**src/rtl/scan_chain_driver.sv**
```systemverilog
// ---------------------------------------------------------------------------
// scan_chain_driver
//
// Tester-side controller for one scan chain of negative-edge scan flops.
// A run shifts PATTERN into the chain MSB first, fires one functional
// capture cycle, then unloads the chain while shifting FILL in. The captured
// response comes back as a parallel word on RESPONSE.
//
// Parameters
//   CHAIN_LEN : number of scan cells (N >= 2)
//   FILL      : value driven on SI while the chain is unloaded
//
// Ports
//   CLK       in   rising-edge clock (same net as the chain clock)
//   RSTB      in   synchronous active-low reset
//   START     in   run request, only looked at in IDLE
//   ABORT     in   cancel the current run (no effect in IDLE)
//   PATTERN   in   load pattern, copied when START is accepted
//   SO        in   chain scan-out (Q of cell N-1)
//   SE        out  scan enable to every cell
//   SI        out  scan-in to cell 0
//   BUSY      out  high in SHIFT, CAPTURE and UNLOAD
//   DONE      out  one-cycle pulse, RESPONSE is fresh in that cycle
//   RESPONSE  out  captured chain contents of the last completed run
//   DBG_STATE out  current FSM state (IDLE encodes as 0)
//
// Handshake: START is a level sampled on a rising edge while the FSM is
// IDLE; the edge that sees START=1 in IDLE is the acceptance edge. There is
// no queueing -- START seen in any other state is dropped. DONE is a
// single-cycle strobe with no acknowledge.
//
// Timing (T = acceptance edge): the cycle after edge T is SHIFT cycle 1.
// SHIFT occupies N cycles, CAPTURE 1, UNLOAD N, DONE 1, then IDLE. All
// outputs come straight from flops. The chain samples on the falling edge,
// so SE/SI get half a cycle of setup and SO half a cycle to settle.
// ---------------------------------------------------------------------------
module scan_chain_driver #(
  parameter int   CHAIN_LEN = 16,
  parameter logic FILL      = 1'b0
) (
  input  logic                 CLK,
  input  logic                 RSTB,
  input  logic                 START,
  input  logic                 ABORT,
  input  logic [CHAIN_LEN-1:0] PATTERN,
  input  logic                 SO,
  output logic                 SE,
  output logic                 SI,
  output logic                 BUSY,
  output logic                 DONE,
  output logic [CHAIN_LEN-1:0] RESPONSE,
  output logic [2:0]           DBG_STATE
);

  // Counter only ever holds 0..N-1; this width also fits N itself.
  localparam int               CNT_W    = $clog2(CHAIN_LEN + 1);
  localparam logic [CNT_W-1:0] CNT_LAST = CNT_W'(CHAIN_LEN - 1);

  localparam logic [2:0] S_IDLE    = 3'd0;
  localparam logic [2:0] S_SHIFT   = 3'd1;
  localparam logic [2:0] S_CAPTURE = 3'd2;
  localparam logic [2:0] S_UNLOAD  = 3'd3;
  localparam logic [2:0] S_DONE    = 3'd4;

  // State and datapath registers
  logic [2:0]           r_state;
  logic [CNT_W-1:0]     r_cnt;
  logic [CHAIN_LEN-1:0] r_load;
  logic [CHAIN_LEN-1:0] r_resp_sh;
  logic [CHAIN_LEN-1:0] r_response;
  logic                 r_se;
  logic                 r_si;
  logic                 r_busy;
  logic                 r_done;

  // Next-state values
  logic [2:0]           w_state_nxt;
  logic [CNT_W-1:0]     w_cnt_nxt;
  logic [CHAIN_LEN-1:0] w_load_nxt;
  logic [CHAIN_LEN-1:0] w_resp_sh_nxt;
  logic [CHAIN_LEN-1:0] w_response_nxt;
  logic                 w_si_nxt;
  logic                 w_se_nxt;
  logic                 w_busy_nxt;
  logic                 w_done_nxt;
  logic                 w_sample;
  logic                 w_cnt_last;

  assign w_cnt_last = (r_cnt == CNT_LAST);

  // -------------------------------------------------------------------------
  // Next-state logic
  // -------------------------------------------------------------------------
  always_comb begin
    w_state_nxt    = r_state;
    w_cnt_nxt      = r_cnt;
    w_load_nxt     = r_load;
    w_response_nxt = r_response;
    w_si_nxt       = 1'b0;
    w_sample       = 1'b0;

    if (ABORT && (r_state != S_IDLE)) begin
      // Abort beats every other transition; nothing is sampled or published.
      w_state_nxt = S_IDLE;
      w_cnt_nxt   = '0;
    end else begin
      case (r_state)
        S_IDLE: begin
          if (START) begin
            w_state_nxt = S_SHIFT;
            w_cnt_nxt   = '0;
            // The MSB goes out in the first SHIFT cycle, so the load
            // register holds the remaining bits already left-justified.
            w_si_nxt    = PATTERN[CHAIN_LEN-1];
            w_load_nxt  = {PATTERN[CHAIN_LEN-2:0], 1'b0};
          end
        end

        S_SHIFT: begin
          if (w_cnt_last) begin
            w_state_nxt = S_CAPTURE;
            w_cnt_nxt   = '0;
          end else begin
            w_cnt_nxt   = r_cnt + CNT_W'(1);
            w_si_nxt    = r_load[CHAIN_LEN-1];
            w_load_nxt  = {r_load[CHAIN_LEN-2:0], 1'b0};
          end
        end

        S_CAPTURE: begin
          // The chain captured on the falling edge inside this cycle, so SO
          // already shows cell N-1: that is response sample 1.
          w_state_nxt = S_UNLOAD;
          w_cnt_nxt   = '0;
          w_si_nxt    = FILL;
          w_sample    = 1'b1;
        end

        S_UNLOAD: begin
          if (w_cnt_last) begin
            // All N samples are in (the last UNLOAD edge takes none).
            w_state_nxt    = S_DONE;
            w_cnt_nxt      = '0;
            w_response_nxt = r_resp_sh;
          end else begin
            w_cnt_nxt = r_cnt + CNT_W'(1);
            w_si_nxt  = FILL;
            w_sample  = 1'b1;
          end
        end

        S_DONE: begin
          w_state_nxt = S_IDLE;
        end

        default: begin
          w_state_nxt = S_IDLE;
          w_cnt_nxt   = '0;
        end
      endcase
    end

    // Samples arrive cell N-1 first, so shifting in at the LSB leaves
    // cell i at bit i once all N are collected.
    if (w_sample) begin
      w_resp_sh_nxt = {r_resp_sh[CHAIN_LEN-2:0], SO};
    end else begin
      w_resp_sh_nxt = r_resp_sh;
    end

    w_se_nxt   = (w_state_nxt == S_SHIFT) || (w_state_nxt == S_UNLOAD);
    w_busy_nxt = (w_state_nxt == S_SHIFT) || (w_state_nxt == S_CAPTURE) ||
                 (w_state_nxt == S_UNLOAD);
    w_done_nxt = (w_state_nxt == S_DONE);
  end

  // -------------------------------------------------------------------------
  // Registers
  // -------------------------------------------------------------------------
  always_ff @(posedge CLK) begin
    if (!RSTB) begin
      r_state    <= S_IDLE;
      r_cnt      <= '0;
      r_load     <= '0;
      r_resp_sh  <= '0;
      r_response <= '0;
      r_se       <= 1'b0;
      r_si       <= 1'b0;
      r_busy     <= 1'b0;
      r_done     <= 1'b0;
    end else begin
      r_state    <= w_state_nxt;
      r_cnt      <= w_cnt_nxt;
      r_load     <= w_load_nxt;
      r_resp_sh  <= w_resp_sh_nxt;
      r_response <= w_response_nxt;
      r_se       <= w_se_nxt;
      r_si       <= w_si_nxt;
      r_busy     <= w_busy_nxt;
      r_done     <= w_done_nxt;
    end
  end

  assign SE        = r_se;
  assign SI        = r_si;
  assign BUSY      = r_busy;
  assign DONE      = r_done;
  assign RESPONSE  = r_response;
  assign DBG_STATE = r_state;

endmodule

```
**config.mk**
```make
export PLATFORM = sky130hd
export DESIGN_NAME = scan_chain_driver
export DESIGN_NICKNAME = d
export VERILOG_FILES = /design/src/rtl/scan_chain_driver.sv
export SDC_FILE = /design/constraint.sdc
export NUM_CORES = 1
export LEC_CHECK = 0
export ABC_AREA = 1
export BUFFER_PORTS_ARGS = -buffer_cell sky130_fd_sc_hd__buf_2
export CAP_MARGIN = 20
export CORE_ASPECT_RATIO = 1.5
export CORE_MARGIN = 5
export CORE_UTILIZATION = 50
export DETAILED_ROUTE_END_ITERATION = 10
export MAX_ROUTING_LAYER = met4
export PLACE_DENSITY = 0.69
export SLEW_MARGIN = 20
export SYNTH_ARGS = -nofsm -noshare
export SYNTH_HDL_FRONTEND = slang
export SYNTH_SLANG_ARGS = --single-unit
```
**constraint.sdc**
```tcl
create_clock -name CLK -period 2.5 [get_ports CLK]
set_input_delay 0 -clock CLK [delete_from_list [all_inputs] [get_ports CLK]]
set_output_delay 0 -clock CLK [all_outputs]
set_load 0.02 [all_outputs]
```
Word level (Yosys, flattened, before mapping). Index checks and enable logic that the tools add are counted. Widths: inputs -> output; s select.

Register bits: 60. Word-level logic and storage cells: 53.

Bitwise logic cells: 3. Add/subtract/negate cells: 1. Equality and inequality tests: 11. Multiplexer cells: 17. Reduce and logical (&&, ||, !) cells: 12.

Operators by type and width (number): $mux 16 (2); $pmux 16 s2 (1); $pmux 5 s3 (1); $eq 3x2->1 const B (4); $mux 3 (4); $pmux 3 s4 (1); $mux 5 (2); $eq 3x1->1 const B (2); $eq 3x3->1 const B (2); $add 5x1->5 const B (1); $eq 5x4->1 const B (1); $mux 1 (4); $ne 2x2->1 const B (2); $pmux 1 s2 (2); $reduce_and 4->1 (1); $reduce_or 2->1 (2); $logic_not 3->1 (1); $logic_or 1x1->1 (3); $not 1->1 (3); $reduce_and 3->1 (1); $reduce_bool 3->1 (1); $reduce_and 2->1 (1); $reduce_bool 2->1 (1); $logic_and 1x1->1 (1).

Depth between registers and ports, before layout. Gate-level depths: netlist of run 1.

Word-level depth: 7. Gate-level depth with buffers: 9. Depth with buffers taken out: 8.

Worst setup path before layout of run 1. Ideal clock, no wire load.

Path type: reg2reg. From: reg r_state[2] (netlist: DBG_STATE[2]). To: reg r_load[10]. Path buffers: 1. Arrival: 1319 ps. Cell stages (with the launch flop): 9. Required time: 2384 ps. Setup slack: 1065 ps. Setup time: 116 ps. Clock period less this slack: 1435 ps. Cells stage by stage: dfxtp_1 inv_2 nand2_2 nor2_1 nand2_2 nand2_2 buf_6 a21oi_1 nor2_2.

Cells in the longest elaborated chain, start to end: 4. Elaborated cells between the ends (all ways): 10.

RTL lines: from (decl) (RTL line 66) `logic [2:0] r_state;`; from (signal assigned) (RTL line 192) `r_state <= w_state_nxt;`; parallel branches: the longest is 4 deep, another holds $reduce_and 4->1; to (signal assigned) (RTL line 194) `r_load <= w_load_nxt;`; to (decl) (RTL line 68) `logic [CHAIN_LEN-1:0] r_load;`.

Several ways; the timed one is not identified. A chain may end at the register's enable or synchronous reset.

Worst setup path after layout of run 1.
From: reg r_state[1] (netlist: DBG_STATE[1]). To: reg r_resp_sh[11].

Cells in the longest elaborated chain, start to end: 3. Elaborated cells between the ends (all ways): 6.

RTL lines: $eq 3x2->1 or $reduce_bool 3->1 (tied branches) (RTL line 107, 102); $pmux 1 s2 or $logic_and 1x1->1 (tied branches) (RTL line 107, 102); $mux 1 * (RTL line 102) `if (ABORT && (r_state != S_IDLE)) begin`; to (signal assigned) (RTL line 195) `r_resp_sh <= w_resp_sh_nxt;`; to (decl) (RTL line 69) `logic [CHAIN_LEN-1:0] r_resp_sh;`.

Mark *: on every way between the ends. The rest lies on a longest branch, timed or not.

==> results.json, run 1 <==
{
  "status": "finished clean",
  "slowest_delay_ps": 380,
  "crit_path_frequent_cell": "nor2_1",
  "postSynthCellCount": 388,
  "period_minus_slack_ps": 1740,
  "clkTransAtPathRegs_ps": 70,
  "max-vdd-ir-drop_mv": 0.457,
  "ys.flop_type": "dfxtp_1",
  "rows": 33,
  "mostFrequentLayoutCell": "nand2_1",
  "synth_seq_cells": 59,
  "syn-cell-area_sq_um": 2730,
  "slew_headroom": 0.658,
  "slowest_stage": "dfxtp_1",
  "yosys_warnings": 0,
  "clockBufferDepth": 2,
  "grt_first_pass_wirelength_microns": 9610,
  "hpwl_microns": 3700,
  "synth_seq_area_share": 0.433,
  "rsz0062_at_grt": "no",
  "crit_start": "DBG_STATE[1]$_SDFF_PN0_",
  "final_layout_size_suffix_gt1_frac": 0.206,
  "numCtsBuffers": 9,
  "crit_end": "r_resp_sh[11]$_SDFFE_PN0P_",
  "totalWireLength_microns": 5560,
  "drv_cap": 0,
  "yosysTopAreaCell": "dfxtp_1",
  "r2r_cells": 6,
  "cp_num_buf_inv": 0,
  "synth.area.top_cells": "dfxtp_1 (43%), nand2_1 (17%), nand3_1 (9.4%)",
  "viasPerCell": 4.83,
  "final_cell_mix": "nand2_1 (123), dfxtp_1 (59), nand3_1 (51), buf_2 (43), nor2_1 (41)",
  "placed_area_sq_um": 2900,
  "start_kind": "flop",
  "nNetsFinal": 449,
  "cts_tree": "built",
  "root_buffer": "clkbuf_8",
  "fin_util": 0.587,
  "gp_congestion": 0.831,
  "cp.arrival_ps": 1950,
  "routedWlPerCell_microns": 11.1,
  "start_util": 0.508,
  "clock_sinks": 59,
  "ant_nets": 0,
  "layoutNonFillerInstCount": 502,
  "design.core.area_sq_um": 5370,
  "grt_antenna_before_repair": 0,
  "synth-edff-count": 0,
  "dieArea_sq_um": 7060,
  "yosysUniqueCellTypes": 24,
  "synth_nets": 410,
  "p_leak_nw": 1.69,
  "crit_type": "flop to flop",
  "crit_fanout": 34,
  "clk_latency_ps": 330,
  "grt_max_degree": 35,
  "synth_top_area_frac": 0.433,
  "drv_slew": 0,
  "chipHeight_microns": 100,
  "antenna_cells": 0,
  "die_w_microns": 70.3,
  "worst_slew_pin_slew_ps": 511,
  "firstDrtPassIters": 4,
  "io_pins": 44,
  "cts_resized": 0,
  "clock.fmax_mhz": 576,
  "finalCritPeriodShare": 0.694,
  "p_per_area_nw_per_um2": 703,
  "syn_avg_cell_area_sq_um": 7.02,
  "grt_use_total": 0.171,
  "final_area_sq_um": 3150,
  "crit_cells": 6,
  "drc": 0,
  "crit_path_end_kind": "flop",
  "grt_pass1_vias": 2257,
  "io_buffer_count": 43,
  "fin_skew_ps": 9.60,
  "crit_path_cell_trace": "nor2_2, nand2_2, nand2_4, nand3_4, nor2_1, nor2_1",
  "vias": 2423,
  "tns_ps": 0,
  "r2r_end": "r_resp_sh[11]$_SDFFE_PN0P_",
  "hold_path_class": "primary input to flop",
  "synthArstFlopShare": 0,
  "place_inst": 483,
  "setup_violations": 0,
  "syn2layout_area_growth_pct": 15.7,
  "r2r_setup_slack_ps": 760,
  "drtIter0Drc": 159,
  "finalHoldViolations": 0,
  "worstPathRequired_ps": 2710,
  "r2r_start": "DBG_STATE[1]$_SDFF_PN0_",
  "overflow": 0,
  "h-tree-depth": 3,
  "crit_family": "simple AND/OR/NAND/NOR gates"
}
[report_power, final]
| part | switching, W | internal, W |
|---|---|---|
| Sequential | 0.0000218 | 0.000978 |
| Clock | 0.000363 | 0.000614 |
| Combinational | 0.000152 | 0.0000866 |
| Total | 0.000537 | 0.00168 |
[cell type report]
cell class,instances,area (sq um)
clock buffer,12,155
clock inverter,4,72.6
fill,519,2210
inverter,38,143
multi-input combinational,272,1260
sequential,59,1180
tap,70,87.6
timing repair buffer,47,253
[cells in the mapped netlist (2+ instances only)]
cell type	number
buf_2	7
nand3_4	2
inv_1	35
a21oi_1	21
buf_6	6
nand3_1	51
nand4_1	2
nor2_2	16
nand2_2	4
o21ai_0	3
clkbuf_1	2
inv_2	3
dfxtp_1	59
buf_4	4
nand2_1	123
nor2_4	2
nor2_1	41
[cell families after synthesis]
kind of cell / count (synthesis) / synth area share
and+or+nand+nor: 244 / 0.406
xor gates and xnor gates: 1 / 0.00321
adders and majority gates: 1 / 0.00459
buffers and inverters: 57 / 0.104
DFF: 59 / 0.433
AOI/OAI and AO/OA: 26 / 0.0487
[layer usage]
layer | share of wire | vias up | global-route usage
met3 | 0.050 | 9 | 0.0521
met4 | 0.016 | 0 | 0.0693
li1 | - | 1282 | -
met2 | 0.50 | 58 | 0.281
met5 | 0 | - | -
met1 | 0.43 | 1074 | 0.194
[worst register-to-register path: stages (launching register included)]
cell and delay, ps:
dfxtp_1 380, nor2_2 210, nand2_2 110, nand2_4 290
nand3_4 360, nor2_1 210, nor2_1 60
[flip-flops by register name, indices dropped and copies added (netlist names)]
register	count
DONE	1
SE	1
r_resp_sh	16
SI	1
DBG_STATE	3
r_load	15
BUSY	1
RESPONSE	16
r_cnt	5
[how the worst min path moves through the flow]
stage / endpoint / from / depth (start not counted) / slack [ps]
2_1_floorplan: r_resp_sh[0]$_SDFFE_PN0P_ / SO / 2 / 130
3_3_place_gp: r_resp_sh[0]$_SDFFE_PN0P_ / SO / 3 / 230
3_5_place_dp: r_resp_sh[0]$_SDFFE_PN0P_ / SO / 3 / 230
4_1_cts: r_load[1]$_SDFFE_PN0P_ / PATTERN[0] / 5 / 10
5_1_grt: r_load[1]$_SDFFE_PN0P_ / PATTERN[0] / 5 / 30
6_report: r_load[1]$_SDFFE_PN0P_ / PATTERN[0] / 5 / 20
[metrics by stage]
step,total power [W],setup slack (ps),hold slack (ps)
floorplan,0.00122,1070,135
finish,0.00222,765,20.8
detailed placement,0.00126,777,233
global placement,0.00125,792,231
global route,0.00233,545,34.5
CTS,0.00224,763,14.0
[repair_timing]
| action | in CTS | in global routing |
|---|---|---|
| hold endpoints to repair | 2 | 0 |
| hold buffers | 3 | 0 |
| buffers inserted | 0 | 0 |
(Power assumes the default switching activity.)
==> run 2: changes to the inputs <==
--- a/config.mk
+++ b/config.mk
@@ -13,7 +13,7 @@
 export CORE_UTILIZATION = 50
 export DETAILED_ROUTE_END_ITERATION = 10
 export MAX_ROUTING_LAYER = met4
-export PLACE_DENSITY = 0.69
+export PLACE_DENSITY = 0.72
 export SLEW_MARGIN = 20
 export SYNTH_ARGS = -nofsm -noshare
 export SYNTH_HDL_FRONTEND = slang
==> constraint.sdc (replaced) <==
create_clock -name CLK -period 1.43 [get_ports CLK]
set_input_delay 0 -clock CLK [delete_from_list [all_inputs] [get_ports CLK]]
set_output_delay 0 -clock CLK [all_outputs]
set_load 0.02 [all_outputs]
==> results.json, run 2 (synthesis results as in run 1) <==
{
  "status": "finished with violations",
  "violations": "setup timing",
  "drv_cap": 0,
  "drv_slew": 0,
  "dieArea_sq_um": 7060,
  "p_per_area_nw_per_um2": 1050,
  "h-tree-depth": 3,
  "mostFrequentLayoutCell": "nand2_1",
  "io_pins": 44,
  "nNetsFinal": 480,
  "placed_area_sq_um": 3040,
  "grt_use_total": 0.215,
  "fin_util": 0.709,
  "slew_headroom": 0.660,
  "setup_ws_ps": -35.8,
  "vias": 2833,
  "design.core.area_sq_um": 5370,
  "layoutNonFillerInstCount": 532,
  "cts_tree": "built",
  "final_area_sq_um": 3810,
  "die_w_microns": 70.3,
  "drc": 0,
  "rsz0062_at_grt": "yes",
  "chipHeight_microns": 100,
  "clock_sinks": 59,
  "rows": 33,
  "clk_latency_ps": 330,
  "io_buffer_count": 43,
  "crit_fanout": 8,
  "r2r_setup_slack_ps": -40,
  "ant_nets": 0,
  "p_leak_nw": 1.92,
  "root_buffer": "clkbuf_8",
  "clock.fmax_mhz": 682,
  "grt_first_pass_wirelength_microns": 11800,
  "numCtsBuffers": 9,
  "place_inst": 496,
  "worstPathRequired_ps": 1660,
  "hpwl_microns": 4020,
  "drtIter0Drc": 222,
  "crit_path_end_kind": "flop",
  "n_fill_cell": 418,
  "hold_path_class": "primary input to flop",
  "final_cell_mix": "nand2_1 (115), dfxtp_1 (54), buf_2 (43), nand3_1 (40), nor2_1 (40)",
  "routedWlPerCell_microns": 15.2,
  "start_util": 0.508,
  "period_minus_slack_ps": 1470,
  "clkTransAtPathRegs_ps": 60,
  "grt_pass1_vias": 2568,
  "viasPerCell": 5.33,
  "firstDrtPassIters": 4,
  "seq_area_sq_um": 1190,
  "overflow": 0,
  "finalHoldViolations": 0,
  "syn2layout_area_growth_pct": 39.7,
  "grt_antenna_before_repair": 0,
  "clockBufferDepth": 2,
  "gp_congestion": 0.887,
  "setup_violations": 14,
  "max-vdd-ir-drop_mv": 0.662,
  "final_layout_size_suffix_gt1_frac": 0.342,
  "fin_skew_ps": 9.18,
  "cp.arrival_ps": 1690,
  "grt_max_degree": 34,
  "crit_type": "flop to flop",
  "tns_ps": -233,
  "multi_input_comb_area_sq_um": 1590,
  "start_kind": "flop",
  "worst_slew_pin_slew_ps": 510,
  "totalWireLength_microns": 8090,
  "finalCritPeriodShare": 1.03,
  "antenna_cells": 0
}
-- run 2: worst max-delay path: stages, from the launching register on --
cell       delay (ps)
dfxtp_2           360
ha_4              150
buf_6              90
nand4_1           110
nand2_2           140
nand2_4           110
clkbuf_16         210
a21oi_4           140
nor2_2             50
-- run 2: final timing paths --
check                                            endpoint                       start  cells past startpoint
worst max register to register     r_load[4]$_SDFFE_PN0P_       r_cnt[1]$_SDFFE_PP0P_                      8
worst min-delay path               r_load[7]$_SDFFE_PN0P_                  PATTERN[6]                      7
worst max-delay path               r_load[4]$_SDFFE_PN0P_       r_cnt[1]$_SDFFE_PP0P_                      8
worst min register to register  RESPONSE[15]$_SDFFE_PN0P_  r_resp_sh[15]$_SDFFE_PN0P_                      2
-- run 2: repair_timing --
item	4_1_cts	5_1_grt
pin swaps	4	25
hold buffers	5	0
cloned	5	5
endpoints found under the setup margin	31	50
buffers inserted	2	4
endpoints found under the hold margin	3	0
resized for setup	22	45
-- run 2: final cells by class --
class                   instances  area share
clock inverters                 2     0.00920
flip-flops and latches         59       0.312
multi-input cells             277       0.418
inverters                      38      0.0375
clock buffers                  13      0.0417
repair buffers                 73       0.158
well taps                      70      0.0230
-- run 2: layer usage --
layer | wire length, microns | track usage | vias to the layer above
li1 | - | - | 1358
met4 | 419 | 0.128 | 0
met1 | 3070 | 0.233 | 1325
met3 | 441 | 0.0481 | 40
met5 | 0 | - | -
met2 | 4150 | 0.359 | 110
-- run 2: where the power goes --
group,leakage (nW),internal [W],switching (W)
registers,0.482,0.00171,0.0000646
clock network,0.0995,0.000889,0.000611
logic,1.34,0.000310,0.000403
total,1.92,0.00291,0.00108
-- run 2: stage by stage --
stage	hold WS (ps)	setup slack [ps]	power, W
after floorplan	135	21.3	0.00213
after global placement	247	-57.0	0.00225
after detailed placement	248	-131	0.00226
after CTS	69.5	0.156	0.00378
after global routing	138	-105	0.00415
final	80.8	-35.8	0.00399
